**config.mk**
```make
export PLATFORM = sky130hd
export DESIGN_NAME = control_unit
export DESIGN_NICKNAME = d
export VERILOG_FILES = /design/src/rtl/control_unit_pkg.sv /design/src/rtl/control_unit_instr_decode.sv /design/src/rtl/control_unit.sv
export SDC_FILE = /design/constraint.sdc
export NUM_CORES = 1
export LEC_CHECK = 0
export CAP_MARGIN = 20
export CORE_MARGIN = 1
export CORE_UTILIZATION = 41
export DETAILED_ROUTE_END_ITERATION = 7
export PLACE_DENSITY = 0.91
export SKIP_LAST_GASP = 1
export SYNTH_ARGS = -nofsm -noshare
export SYNTH_HDL_FRONTEND = slang
export SYNTH_HIERARCHICAL = 1
export SYNTH_SLANG_ARGS = --single-unit
```
**constraint.sdc**
```tcl
create_clock -name Clock -period 4.01 [get_ports Clock]
set_input_delay 0.6015 -clock Clock [delete_from_list [all_inputs] [get_ports Clock]]
set_output_delay 0.6015 -clock Clock [all_outputs]
set_load 0.01 [all_outputs]
```
**src/rtl/control_unit_pkg.sv**
```systemverilog
// Shared types for the control unit: T-state encoding, opcode values, instruction classes.
// Also holds the small per-class sequencing helpers used by the top.
package control_unit_pkg;

  typedef enum logic [3:0] {
    S_IDLE = 4'd0,
    S_T0   = 4'd1,
    S_T1   = 4'd2,
    S_T2   = 4'd3,
    S_T3   = 4'd4,
    S_T4   = 4'd5,
    S_T5   = 4'd6,
    S_T6   = 4'd7,
    S_T7   = 4'd8,
    S_HALT = 4'd9
  } state_t;

  localparam logic [4:0] OP_LD   = 5'b00000;
  localparam logic [4:0] OP_LDI  = 5'b00001;
  localparam logic [4:0] OP_ST   = 5'b00010;
  localparam logic [4:0] OP_ADD  = 5'b00011;
  localparam logic [4:0] OP_SUB  = 5'b00100;
  localparam logic [4:0] OP_AND  = 5'b00101;
  localparam logic [4:0] OP_OR   = 5'b00110;
  localparam logic [4:0] OP_ROR  = 5'b00111;
  localparam logic [4:0] OP_ROL  = 5'b01000;
  localparam logic [4:0] OP_SHR  = 5'b01001;
  localparam logic [4:0] OP_SHRA = 5'b01010;
  localparam logic [4:0] OP_SHL  = 5'b01011;
  localparam logic [4:0] OP_ADDI = 5'b01100;
  localparam logic [4:0] OP_ANDI = 5'b01101;
  localparam logic [4:0] OP_ORI  = 5'b01110;
  localparam logic [4:0] OP_DIV  = 5'b01111;
  localparam logic [4:0] OP_MUL  = 5'b10000;
  localparam logic [4:0] OP_NEG  = 5'b10001;
  localparam logic [4:0] OP_NOT  = 5'b10010;
  localparam logic [4:0] OP_BR   = 5'b10011;
  localparam logic [4:0] OP_JR   = 5'b10100;
  localparam logic [4:0] OP_JAL  = 5'b10101;
  localparam logic [4:0] OP_IN   = 5'b10110;
  localparam logic [4:0] OP_OUT  = 5'b10111;
  localparam logic [4:0] OP_MFHI = 5'b11000;
  localparam logic [4:0] OP_MFLO = 5'b11001;
  localparam logic [4:0] OP_NOP  = 5'b11010;
  localparam logic [4:0] OP_HALT = 5'b11011;

  typedef enum logic [3:0] {
    C_REG_ALU, C_IMM_ALU, C_UNARY, C_LDI, C_LD, C_ST, C_MULDIV, C_BR,
    C_JR, C_JAL, C_MFHI, C_MFLO, C_IN, C_OUT, C_NOP, C_HALT
  } iclass_t;

  // Final T-state of each class; the boundary decision (Stop) is taken there.
  function automatic state_t last_state(input iclass_t c);
    case (c)
      C_REG_ALU, C_IMM_ALU, C_LDI:            return S_T5;
      C_UNARY, C_JAL:                         return S_T4;
      C_LD, C_ST:                             return S_T7;
      C_MULDIV, C_BR:                         return S_T6;
      C_JR, C_MFHI, C_MFLO, C_IN, C_OUT:      return S_T3;
      default:                                return S_T2;
    endcase
  endfunction

  function automatic logic is_mem_state(input state_t s, input iclass_t c);
    return (s == S_T1) || (s == S_T6 && c == C_LD) || (s == S_T7 && c == C_ST);
  endfunction

  function automatic logic [4:0] imm_alu_op(input logic [4:0] op);
    case (op)
      OP_ANDI: return OP_AND;
      OP_ORI:  return OP_OR;
      default: return OP_ADD;
    endcase
  endfunction

endpackage

```
**src/rtl/control_unit_instr_decode.sv**
```systemverilog
// Combinational IR[31:27] -> instruction class; unused codes fall through to nop.
// mul/div classify as muldiv only when CONTROL_UNIT_MULDIV_EN is defined.
module instr_decode
  import control_unit_pkg::*;
(
  input  logic [4:0] op,
  output iclass_t    iclass
);

  always_comb begin
    iclass = C_NOP;
    case (op)
      OP_LD:   iclass = C_LD;
      OP_LDI:  iclass = C_LDI;
      OP_ST:   iclass = C_ST;
      OP_ADD, OP_SUB, OP_AND, OP_OR, OP_ROR, OP_ROL, OP_SHR, OP_SHRA, OP_SHL:
               iclass = C_REG_ALU;
      OP_ADDI, OP_ANDI, OP_ORI:
               iclass = C_IMM_ALU;
`ifdef CONTROL_UNIT_MULDIV_EN
      OP_DIV, OP_MUL: iclass = C_MULDIV;
`else
      OP_DIV, OP_MUL: iclass = C_NOP;
`endif
      OP_NEG, OP_NOT: iclass = C_UNARY;
      OP_BR:   iclass = C_BR;
      OP_JR:   iclass = C_JR;
      OP_JAL:  iclass = C_JAL;
      OP_IN:   iclass = C_IN;
      OP_OUT:  iclass = C_OUT;
      OP_MFHI: iclass = C_MFHI;
      OP_MFLO: iclass = C_MFLO;
      OP_NOP:  iclass = C_NOP;
      OP_HALT: iclass = C_HALT;
      default: iclass = C_NOP;
    endcase
  end

endmodule

```
**src/rtl/control_unit.sv**
```systemverilog
// Hardwired Moore control unit: fetch T0-T2 (3 cycles + MEM_WAIT), execute up to T7; strobes decode state+IR.
// Stop halts at the instruction boundary; CONTROL_UNIT_MULDIV_EN enables the mul/div sequence.
module control_unit
  import control_unit_pkg::*;
#(
  parameter int unsigned MEM_WAIT = 0
) (
  input  logic        Clock,
  input  logic        clear,
  input  logic [31:0] IR,
  input  logic        CON_FF,
  input  logic        Stop,
  output logic        Read,
  output logic        Write,
  output logic        IncPC,
  output logic [4:0]  opcode,
  output logic        Gra,
  output logic        Grb,
  output logic        Grc,
  output logic        Rin,
  output logic        Rout,
  output logic        BAout,
  output logic        HIin,
  output logic        LOin,
  output logic        Yin,
  output logic        Zin,
  output logic        PCin,
  output logic        IRin,
  output logic        MARin,
  output logic        MDRin,
  output logic        Outportin,
  output logic        CONin,
  output logic        HIout,
  output logic        LOout,
  output logic        Zhighout,
  output logic        Zlowout,
  output logic        PCout,
  output logic        MDRout,
  output logic        Inportout,
  output logic        Cout,
  output logic        Run
);

  localparam int CW = (MEM_WAIT > 0) ? $clog2(MEM_WAIT + 1) : 1;

  state_t        state, state_nxt;
  iclass_t       iclass;
  logic [4:0]    op;
  logic [CW-1:0] wait_cnt;
  logic          mem_now, mem_next, wait_done;
  logic          unused_ir;

  assign op        = IR[31:27];
  assign unused_ir = ^IR[26:0];

  instr_decode u_decode (
    .op     (op),
    .iclass (iclass)
  );

  assign mem_now   = is_mem_state(state, iclass);
  assign mem_next  = is_mem_state(state_nxt, iclass);
  assign wait_done = (wait_cnt == '0);

  always_ff @(posedge Clock or posedge clear) begin
    if (clear) begin
      state    <= S_IDLE;
      wait_cnt <= '0;
    end else begin
      state <= state_nxt;
      // Memory states reload the down-counter on entry and hold until it drains.
      if (mem_now && !wait_done)
        wait_cnt <= wait_cnt - CW'(1);
      else if (!mem_now && mem_next)
        wait_cnt <= CW'(MEM_WAIT);
    end
  end

  always_comb begin
    state_nxt = state;
    case (state)
      S_IDLE: state_nxt = S_T0;
      S_HALT: state_nxt = S_HALT;
      default: begin
        if (mem_now && !wait_done)
          state_nxt = state;
        else if (state == S_T2 && iclass == C_HALT)
          state_nxt = S_HALT;
        else if (state == last_state(iclass))
          state_nxt = Stop ? S_HALT : S_T0;
        else
          state_nxt = state_t'(state + 4'd1);
      end
    endcase
  end

  always_comb begin
    Read = 1'b0; Write = 1'b0; IncPC = 1'b0; opcode = 5'b0;
    Gra = 1'b0; Grb = 1'b0; Grc = 1'b0; Rin = 1'b0; Rout = 1'b0; BAout = 1'b0;
    HIin = 1'b0; LOin = 1'b0; Yin = 1'b0; Zin = 1'b0; PCin = 1'b0; IRin = 1'b0;
    MARin = 1'b0; MDRin = 1'b0; Outportin = 1'b0; CONin = 1'b0;
    HIout = 1'b0; LOout = 1'b0; Zhighout = 1'b0; Zlowout = 1'b0;
    PCout = 1'b0; MDRout = 1'b0; Inportout = 1'b0; Cout = 1'b0;
    Run = (state != S_HALT);
    case (state)
      S_T0: begin PCout = 1'b1; MARin = 1'b1; IncPC = 1'b1; Zin = 1'b1; end
      S_T1: begin Zlowout = 1'b1; PCin = 1'b1; Read = 1'b1; MDRin = 1'b1; end
      S_T2: begin MDRout = 1'b1; IRin = 1'b1; end
      S_T3: begin
        case (iclass)
          C_REG_ALU, C_IMM_ALU: begin Grb = 1'b1; Rout = 1'b1; Yin = 1'b1; end
          C_UNARY: begin Grb = 1'b1; Rout = 1'b1; Zin = 1'b1; opcode = op; end
          C_LDI, C_LD, C_ST: begin Grb = 1'b1; BAout = 1'b1; Yin = 1'b1; end
`ifdef CONTROL_UNIT_MULDIV_EN
          C_MULDIV: begin Gra = 1'b1; Rout = 1'b1; Yin = 1'b1; end
`endif
          C_BR:   begin Gra = 1'b1; Rout = 1'b1; CONin = 1'b1; end
          C_JR:   begin Gra = 1'b1; Rout = 1'b1; PCin = 1'b1; end
          C_JAL:  begin PCout = 1'b1; Grb = 1'b1; Rin = 1'b1; end
          C_MFHI: begin Gra = 1'b1; Rin = 1'b1; HIout = 1'b1; end
          C_MFLO: begin Gra = 1'b1; Rin = 1'b1; LOout = 1'b1; end
          C_IN:   begin Gra = 1'b1; Rin = 1'b1; Inportout = 1'b1; end
          C_OUT:  begin Gra = 1'b1; Rout = 1'b1; Outportin = 1'b1; end
          default: ;
        endcase
      end
      S_T4: begin
        case (iclass)
          C_REG_ALU: begin Grc = 1'b1; Rout = 1'b1; Zin = 1'b1; opcode = op; end
          C_IMM_ALU: begin Cout = 1'b1; Zin = 1'b1; opcode = imm_alu_op(op); end
          C_UNARY:   begin Zlowout = 1'b1; Gra = 1'b1; Rin = 1'b1; end
          C_LDI, C_LD, C_ST: begin Cout = 1'b1; Zin = 1'b1; opcode = OP_ADD; end
`ifdef CONTROL_UNIT_MULDIV_EN
          C_MULDIV:  begin Grb = 1'b1; Rout = 1'b1; Zin = 1'b1; opcode = op; end
`endif
          C_BR:      begin PCout = 1'b1; Yin = 1'b1; end
          C_JAL:     begin Gra = 1'b1; Rout = 1'b1; PCin = 1'b1; end
          default: ;
        endcase
      end
      S_T5: begin
        case (iclass)
          C_REG_ALU, C_IMM_ALU, C_LDI: begin Zlowout = 1'b1; Gra = 1'b1; Rin = 1'b1; end
          C_LD, C_ST: begin Zlowout = 1'b1; MARin = 1'b1; end
`ifdef CONTROL_UNIT_MULDIV_EN
          C_MULDIV:   begin Zlowout = 1'b1; LOin = 1'b1; end
`endif
          C_BR:       begin Cout = 1'b1; Zin = 1'b1; opcode = OP_ADD; end
          default: ;
        endcase
      end
      S_T6: begin
        case (iclass)
          C_LD:     begin Read = 1'b1; MDRin = 1'b1; end
          C_ST:     begin Gra = 1'b1; Rout = 1'b1; MDRin = 1'b1; end
`ifdef CONTROL_UNIT_MULDIV_EN
          C_MULDIV: begin Zhighout = 1'b1; HIin = 1'b1; end
`endif
          C_BR:     begin Zlowout = 1'b1; PCin = CON_FF; end
          default: ;
        endcase
      end
      S_T7: begin
        case (iclass)
          C_LD:    begin MDRout = 1'b1; Gra = 1'b1; Rin = 1'b1; end
          C_ST:    Write = 1'b1;
          default: ;
        endcase
      end
      default: ;
    endcase
  end

endmodule
```
==> results.md, run 1 <==
- Total grt overflow: 0
- First-pass GRT wire length: around 6.9 mm
- WS Path Type: input port to output port
- Cells on worst reg2reg path: 11
- Int Pwr: between 400 and 500 uW
- Hold WS: around 560 ps
- Power share of the clock group: approximately 7.4%
- Largest net degree at the start of global routing: 15
- Crit path DAT: roughly 3300 ps
- Post-Layout Cell Count: just over 300
- Clk_lat worst skew: approximately 250 ps
- TritonCTS buffer count: 3
- Startpoint Class: input port
- Main synth FF type: dfrtp_1
- Worst setup EP type: output port
- Filler cells: 250
- Critical R2R Capture: wait_cnt
- NumNets Final: between 300 and 400
- Post-synth EDFFs: 0
- Antenna cells: 0
- Synth Register Bits: 5
- Capture point of the critical path: Zin
- Top cell type's share of synthesized area: a little under a tenth
- Reg2Reg Setup Slack: between 1000 and 1500 ps
- PD cells: approximately 410 nW/um2
- Gate power share: between 70% and 80%
- Die Wd: about 60 um
- DR iter-0 viols: 173
- Post-DRT Antenna Nets: 0
- Mean area per synthesized cell: approximately 6.6 um2
- Vias per cell: around 5.7
- IO Port Bufs: 38
- Commonest non-fill, non-tap cell in the layout: clkdlybuf4s50_1
- Post-Syn Area: 1390 um2
- Async S/R FF share, synth: 100%
- Share of layout cells above drive strength 1: a little under a fifth
- Placed wire-length estimate: ~3.4 mm
- Total Wirelength: between 4 and 5 mm
- Required @ worst endpoint: about 3400 ps
- Setup violations, final: 0
- Seq/Total Area, Yosys: under 10%
- Max-slew violations: 0
- Clk slew on worst S/H paths: ~50 ps
- Vias in the first global route: roughly 1500
- Clock Sinks: 5
- Avg WL per Cell: roughly 14 um
- Worst Setup SP: IR[28]
- Area Overhead vs Synth: 43.9%
- Crit share post-route: 98.2%
- P_leak: 0.000899 uW
- Fmax: around 250 MHz
- Initial antenna violation count: 0
- GRT Util Overall: between 20% and 30%
- Max_cap viols: 0
- Die Span Y: 60.1 um
- Netlist cell types: 57
- RSZ-0062 raised after global routing: true
- I/O Pins: between 60 and 70
- Clock buffer depth: 2
- CTS tree: built
- Std-Cell Rows: 20
- Fin Setup TNS: 0 ps
- Final Skew: 5.67 ps
- Post-route DRC: 0
- 1st-pass router iterations: 5
- # H-tree levels: 1
- Commonest non-fill, non-tap cells in the layout: 34 x clkdlybuf4s50_1, 30 x buf_4, 26 x nand2_1
- Post-Synthesis Cells: 210
- Top cells by area, synth: dfrtp_1 9.0%, nand2_1 7.0%, ha_1 6.3%
- Min Tclk post-route: 3940 ps
- Placed cells: 305
- Starting Density: between 40% and 50%
- Sequential share of power: around 14%
- Synthesis warning total: 6
- Worst-path maximum fanout: 4
- Vias: approximately 1800
- DIE AREA: 3610 um2
- Status: completed
- CTS root buffer: clkbuf_4
- FF-to-FF Start: state[0]
- Final hold violation count: 0
- RePlAce Congestion: ~0.95
- Core region area: between 3000 and 4000 um2
- Peak VDD IR: 0.000240 V
- Overall power: approximately 810 uW
- Hold Crit Class: input port to asynchronous set/reset pin
- Cell taking the most area after synthesis: dfrtp_1
- Switching Power: 399 uW
- Sw Share: between 40% and 50%
[what timing repair did]
| action | in CTS | in global routing |
|---|---|---|
| setup endpoints to repair | 2 | 8 |
| buffers inserted | 1 | 1 |
| hold buffers | 0 | 0 |
| pin swaps | 1 | 2 |
| gates resized for setup | 2 | 5 |
[sequential cells by signal (all words and copies together), names as in the netlist]
name and cells:
state 4, wait_cnt 1
[Yosys cell counts, types with 2 or more instances]
library cell and number:
a21oi_1 15, clkbuf_1 5, and2_1 4, mux2i_1 5, nor2_1 21, ha_1 7, nor2b_1 8, buf_2 5
nand4b_1 2, or2_2 5, xnor2_1 2, o21ai_0 13, nor3b_1 3, dfrtp_1 5, nand3_1 10, buf_6 2
nor3_1 6, nand4_1 2, a31oi_1 2, inv_1 11, or3_1 2, o211ai_1 2, a21boi_0 3, buf_4 4
and3_1 3, a21o_1 2, nand3b_1 2, nand2b_1 3, o22ai_1 2, o311ai_0 2, nand2_1 26
[logic make-up (layout without fill, tap and decap cells)]
| group | after synthesis | after routing | share of synthesized area, % |
|---|---|---|---|
| other | 1 | 3 | 0.271 |
| DFF | 5 | 5 | 9.03 |
| AOI/OAI and AO/OA | 56 | 56 | 28.5 |
| xor gates and xnor gates | 3 | 3 | 1.90 |
| adders and majority gates | 7 | 7 | 6.32 |
| and+or+nand+nor | 102 | 102 | 37.9 |
| buffers and inverters | 29 | 84 | 10.5 |
| muxes | 7 | 7 | 5.51 |
[worst min-delay path by stage]
stage,depth (start not counted),endpoint
5_1_grt,2,state[1]
3_3_place_gp,2,wait_cnt
2_1_floorplan,1,state[0]
3_5_place_dp,2,wait_cnt
4_1_cts,2,state[1]
6_report,2,state[2]
[power groups by stage]
stage,Clock [uW],Sequential [uW],Combinational [uW]
2_1_floorplan,0,85.6,410
3_3_place_gp,0,114,600
3_5_place_dp,0,116,621
4_1_cts,62.6,114,623
5_1_grt,68.2,120,685
6_report,60.2,117,634
[per-stage QoR]
step                      cell area (um2)  setup slack (ps)  util (%)
final                                1990              72.3      63.7
after global routing                 1990             -61.1      63.7
after CTS                            1970              46.6      63.0
after detailed placement             1940             -49.4      62.0
after global placement               1940             -9.92      62.0
after floorplan                      1390               653         -
[critical path: stages]
cell	delay [ps]
clkdlybuf4s50_1	510
inv_1	70
ha_1	290
a22o_1	210
a21oi_2	230
nand2b_1	100
or2_2	330
or2_2	350
nand3_1	90
clkdlybuf4s50_1	530
[cell type report]
type | instances | area, um2 | area share (%)
Sequential cell | 5 | 125 | 6.28
Tap cell | 44 | 55.1 | 2.76
Multi-Input combinational cell | 178 | 1130 | 56.9
Inverter | 12 | 45.0 | 2.26
Clock buffer | 4 | 26.3 | 1.32
Timing Repair Buffer | 68 | 608 | 30.5
[metal layers]
layer	vias up	global-route usage [%]	routed length (um)
met5	-	0	0
met4	0	7.31	68
met3	8	4.76	234
met2	80	41.1	2160
met1	821	33.0	1900
li1	852	-	-
Note: power is estimated with default switching activity, not from simulation.
==> inputs of run 2 (changes only) <==
Settings changed: CAP_MARGIN 20 to not set.
==> results of run 2 <==
Final layout, timing and power as in run 1 (identical DEF).
==> inputs of run 3 (changes only) <==
Settings changed: GPL_ROUTABILITY_DRIVEN set to 0, GPL_TIMING_DRIVEN set to 1.
Clock period 4.01 ns to 3.7 ns, I/O delays scaled along.
==> run 3 against run 2 <==
Via count rose by 7.6%. Final cell count increased by 4.8%. Clock power increased by 10%. Sequential share of layout area decreased by 0.50 points. Non-clock buffer count rose by 15. Register-to-register slack lost 280 ps. Flip-flop and latch count did not move. Global-route usage grew 1.9 points. First-iteration DRC count is 26% lower. Combinational power rose by 19%.
==> results.md, run 3 (synthesized netlist as in run 1, its figures left out) <==
- Status: completed
- Total grt overflow: 0 (unchanged)
- Final hold violation count: 0 (unchanged)
- GRT Util Overall: 27.0% (+1.9 points)
- FF-to-FF Start: state[0]
- Max_cap viols: 0 (unchanged)
- Post-CTS Hold Buffers: 0 (unchanged)
- Placed wire-length estimate: 3.59 mm (+6.7%)
- RSZ-0062 raised after global routing: true
- Hold Crit Class: input port to asynchronous set/reset pin
- Crit share post-route: around 100%
- Antenna cells: 0 (unchanged)
- Worst path slowest cell: clkdlybuf4s50_1
- First-pass GRT wire length: 7.66 mm (+10%)
- I/O Pins: 69 (unchanged)
- Pre-CTS worst setup slack: -250 ps (-200 ps)
- Fmax: between 200 and 300 MHz
- Critical R2R Capture: wait_cnt
- CP cell instances: clkdlybuf4s50_1 -> inv_1 -> ha_1 -> a22o_1 -> a21oi_2 -> buf_4 -> buf_4 -> or2_4 -> nor3_4 -> and2_1 -> clkdlybuf4s50_1
- NumNets Final: 326 (+4.8%)
- Startpoint Class: input port
- Placed instance area: 2040 um2 (+5.4%)
- Avg WL per Cell: 15.2 um (+8.2%)
- Max-slew violations: 0 (unchanged)
- Worst setup EP type: output port
- DR iter-0 viols: 128 (-26%)
- Post-DRT Antenna Nets: 0 (unchanged)
- Least-Margin Pin Slew: roughly 500 ps
- Peak VDD IR: 0.000247 V (+3.2%)
- TritonCTS buffer count: 3 (unchanged)
- Largest regs: state: 4 flops, wait_cnt: 1 flops
- Die Span Y: 60.1 um (unchanged)
- Largest Register: state
- CTS tree: built
- Vias: 1895 (+7.6%)
- Share of layout cells above drive strength 1: 27.7% (+8.9 points)
- DIE AREA: 3610 um2 (unchanged)
- Clk slew on worst S/H paths: 50 ps (about the same)
- Starting Density: 44.3% (unchanged)
- Clk_lat worst skew: 240 ps (about the same)
- Largest stage delay on the critical path: 530 ps (about the same)
- Die Wd: 60.1 um (unchanged)
- Core region area: 3130 um2 (unchanged)
- Setup violations, final: 0 (unchanged)
- Commonest non-fill, non-tap cell in the layout: buf_4
- Reg2Reg Setup Slack: 890 ps (-280 ps)
- Required @ worst endpoint: 3140 ps (-270 ps)
- Max reg flops: 4 (unchanged)
- Initial antenna violation count: 0 (unchanged)
- Clock Sinks: 5 (unchanged)
- Total Wirelength: 4.94 mm (+13%)
- Min Tclk post-route: roughly 3700 ps
- Fin Setup TNS: 0 ps (unchanged)
- Capture point of the critical path: opcode[3]
- PD cells: 437 nW/um2 (+7.4%)
- Worst Setup SP: IR[28]
- Crit path DAT: 3110 ps (-230 ps)
- Vias per cell: 5.81 (+2.7%)
- Largest net degree at the start of global routing: 15 (unchanged)
- CTS root buffer: clkbuf_4
- Final setup margin: 31.2 ps (-41.1 ps)
- Worst-path maximum fanout: 7 (+3)
- Std-Cell Rows: 20 (unchanged)
- 1st-pass router iterations: 7 (+2)
- P_leak: 0.00108 uW (+20%)
- Vias in the first global route: 1766 (+15%)
- Final Skew: 0.739 ps (-4.93 ps)
- Fin area: 2160 um2 (+8.6%)
- Area Overhead vs Synth: 56.3%
- # H-tree levels: 1 (unchanged)
- Post-route DRC: 0 (unchanged)
- Clock buffer depth: 2 (unchanged)
- IO Port Bufs: 38 (unchanged)
- WS Path Type: input port to output port
- Cells on worst reg2reg path: 11 (unchanged)
- Max-slew headroom: 66.1%
- Overall power: 947 uW (+17%)
- Commonest non-fill, non-tap cells in the layout: 45 x buf_4, 26 x nand2_1, 20 x clkdlybuf4s50_1
## run 3: cell types whose count changed in the layout (fill, tap and decap cells not counted), moves of 2 or more
cell and change:
clkdlybuf4s50_1 -14, clkbuf_2 +2, o21ai_0 -2, dlygate4sd2_1 +8, nor2_1 -2, nor3_4 +2, buf_4 +15, dlymetal6s2s_1 +3
o21ai_1 +2
## run 3: worst max-delay path, delay by kind of cell
family,cells,cell delay [ps]
compound gates,2,210
fa+ha+maj,1,290
buf+inv,5,1400
simple gates,3,650
## run 3: final cells by class
cell class,count,area (um2)
Timing Repair Buffer,83,703
Sequential cell,5,125
Clock buffer,4,26.3
Tap cell,44,55.1
Fill cell,228,963
Multi-Input combinational cell,178,1210
Inverter,12,45.0
## run 3: what timing repair did
item | in CTS | in global routing
pin swaps | 2 | 6
setup endpoints to repair | 15 | 15
gates resized for setup | 17 | 30
setup buffers | 1 | 2
## run 3: through the flow
stage	hold slack, ps	instances	utilization, %
finish	520	326	69.2
CTS	520	324	66.6
floorplan	334	212	-
detailed placement	553	319	65.3
global route	541	326	69.2
global placement	556	319	65.3
## run 3: routing by layer
layer  global-route usage, %  up-vias  share of wire (%)
li1                        -      882                  -
met1                    34.2      888                 40
met2                    48.5      112                 51
met3                    1.30       13                6.9
met4                    7.97        0                1.9
met5                       0        -                  0
## run 3: power breakdown
group | switching, uW | internal (uW) | leakage, uW
Clock | 25.4 | 41.0 | 0.0000150
Sequential | 54.4 | 73.1 | 0.0000640
Combinational | 390 | 363 | 0.00100
Total | 470 | 477 | 0.00108
## run 3: worst min path at each step
stage | start | endpoint | slack [ps] | cells past startpoint
floorplan | clear | state[0] | 330 | 1
global placement | wait_cnt | wait_cnt | 560 | 2
detailed placement | wait_cnt | wait_cnt | 550 | 2
CTS | clear | state[3] | 520 | 2
global route | clear | state[3] | 540 | 2
finish | clear | state[3] | 520 | 2
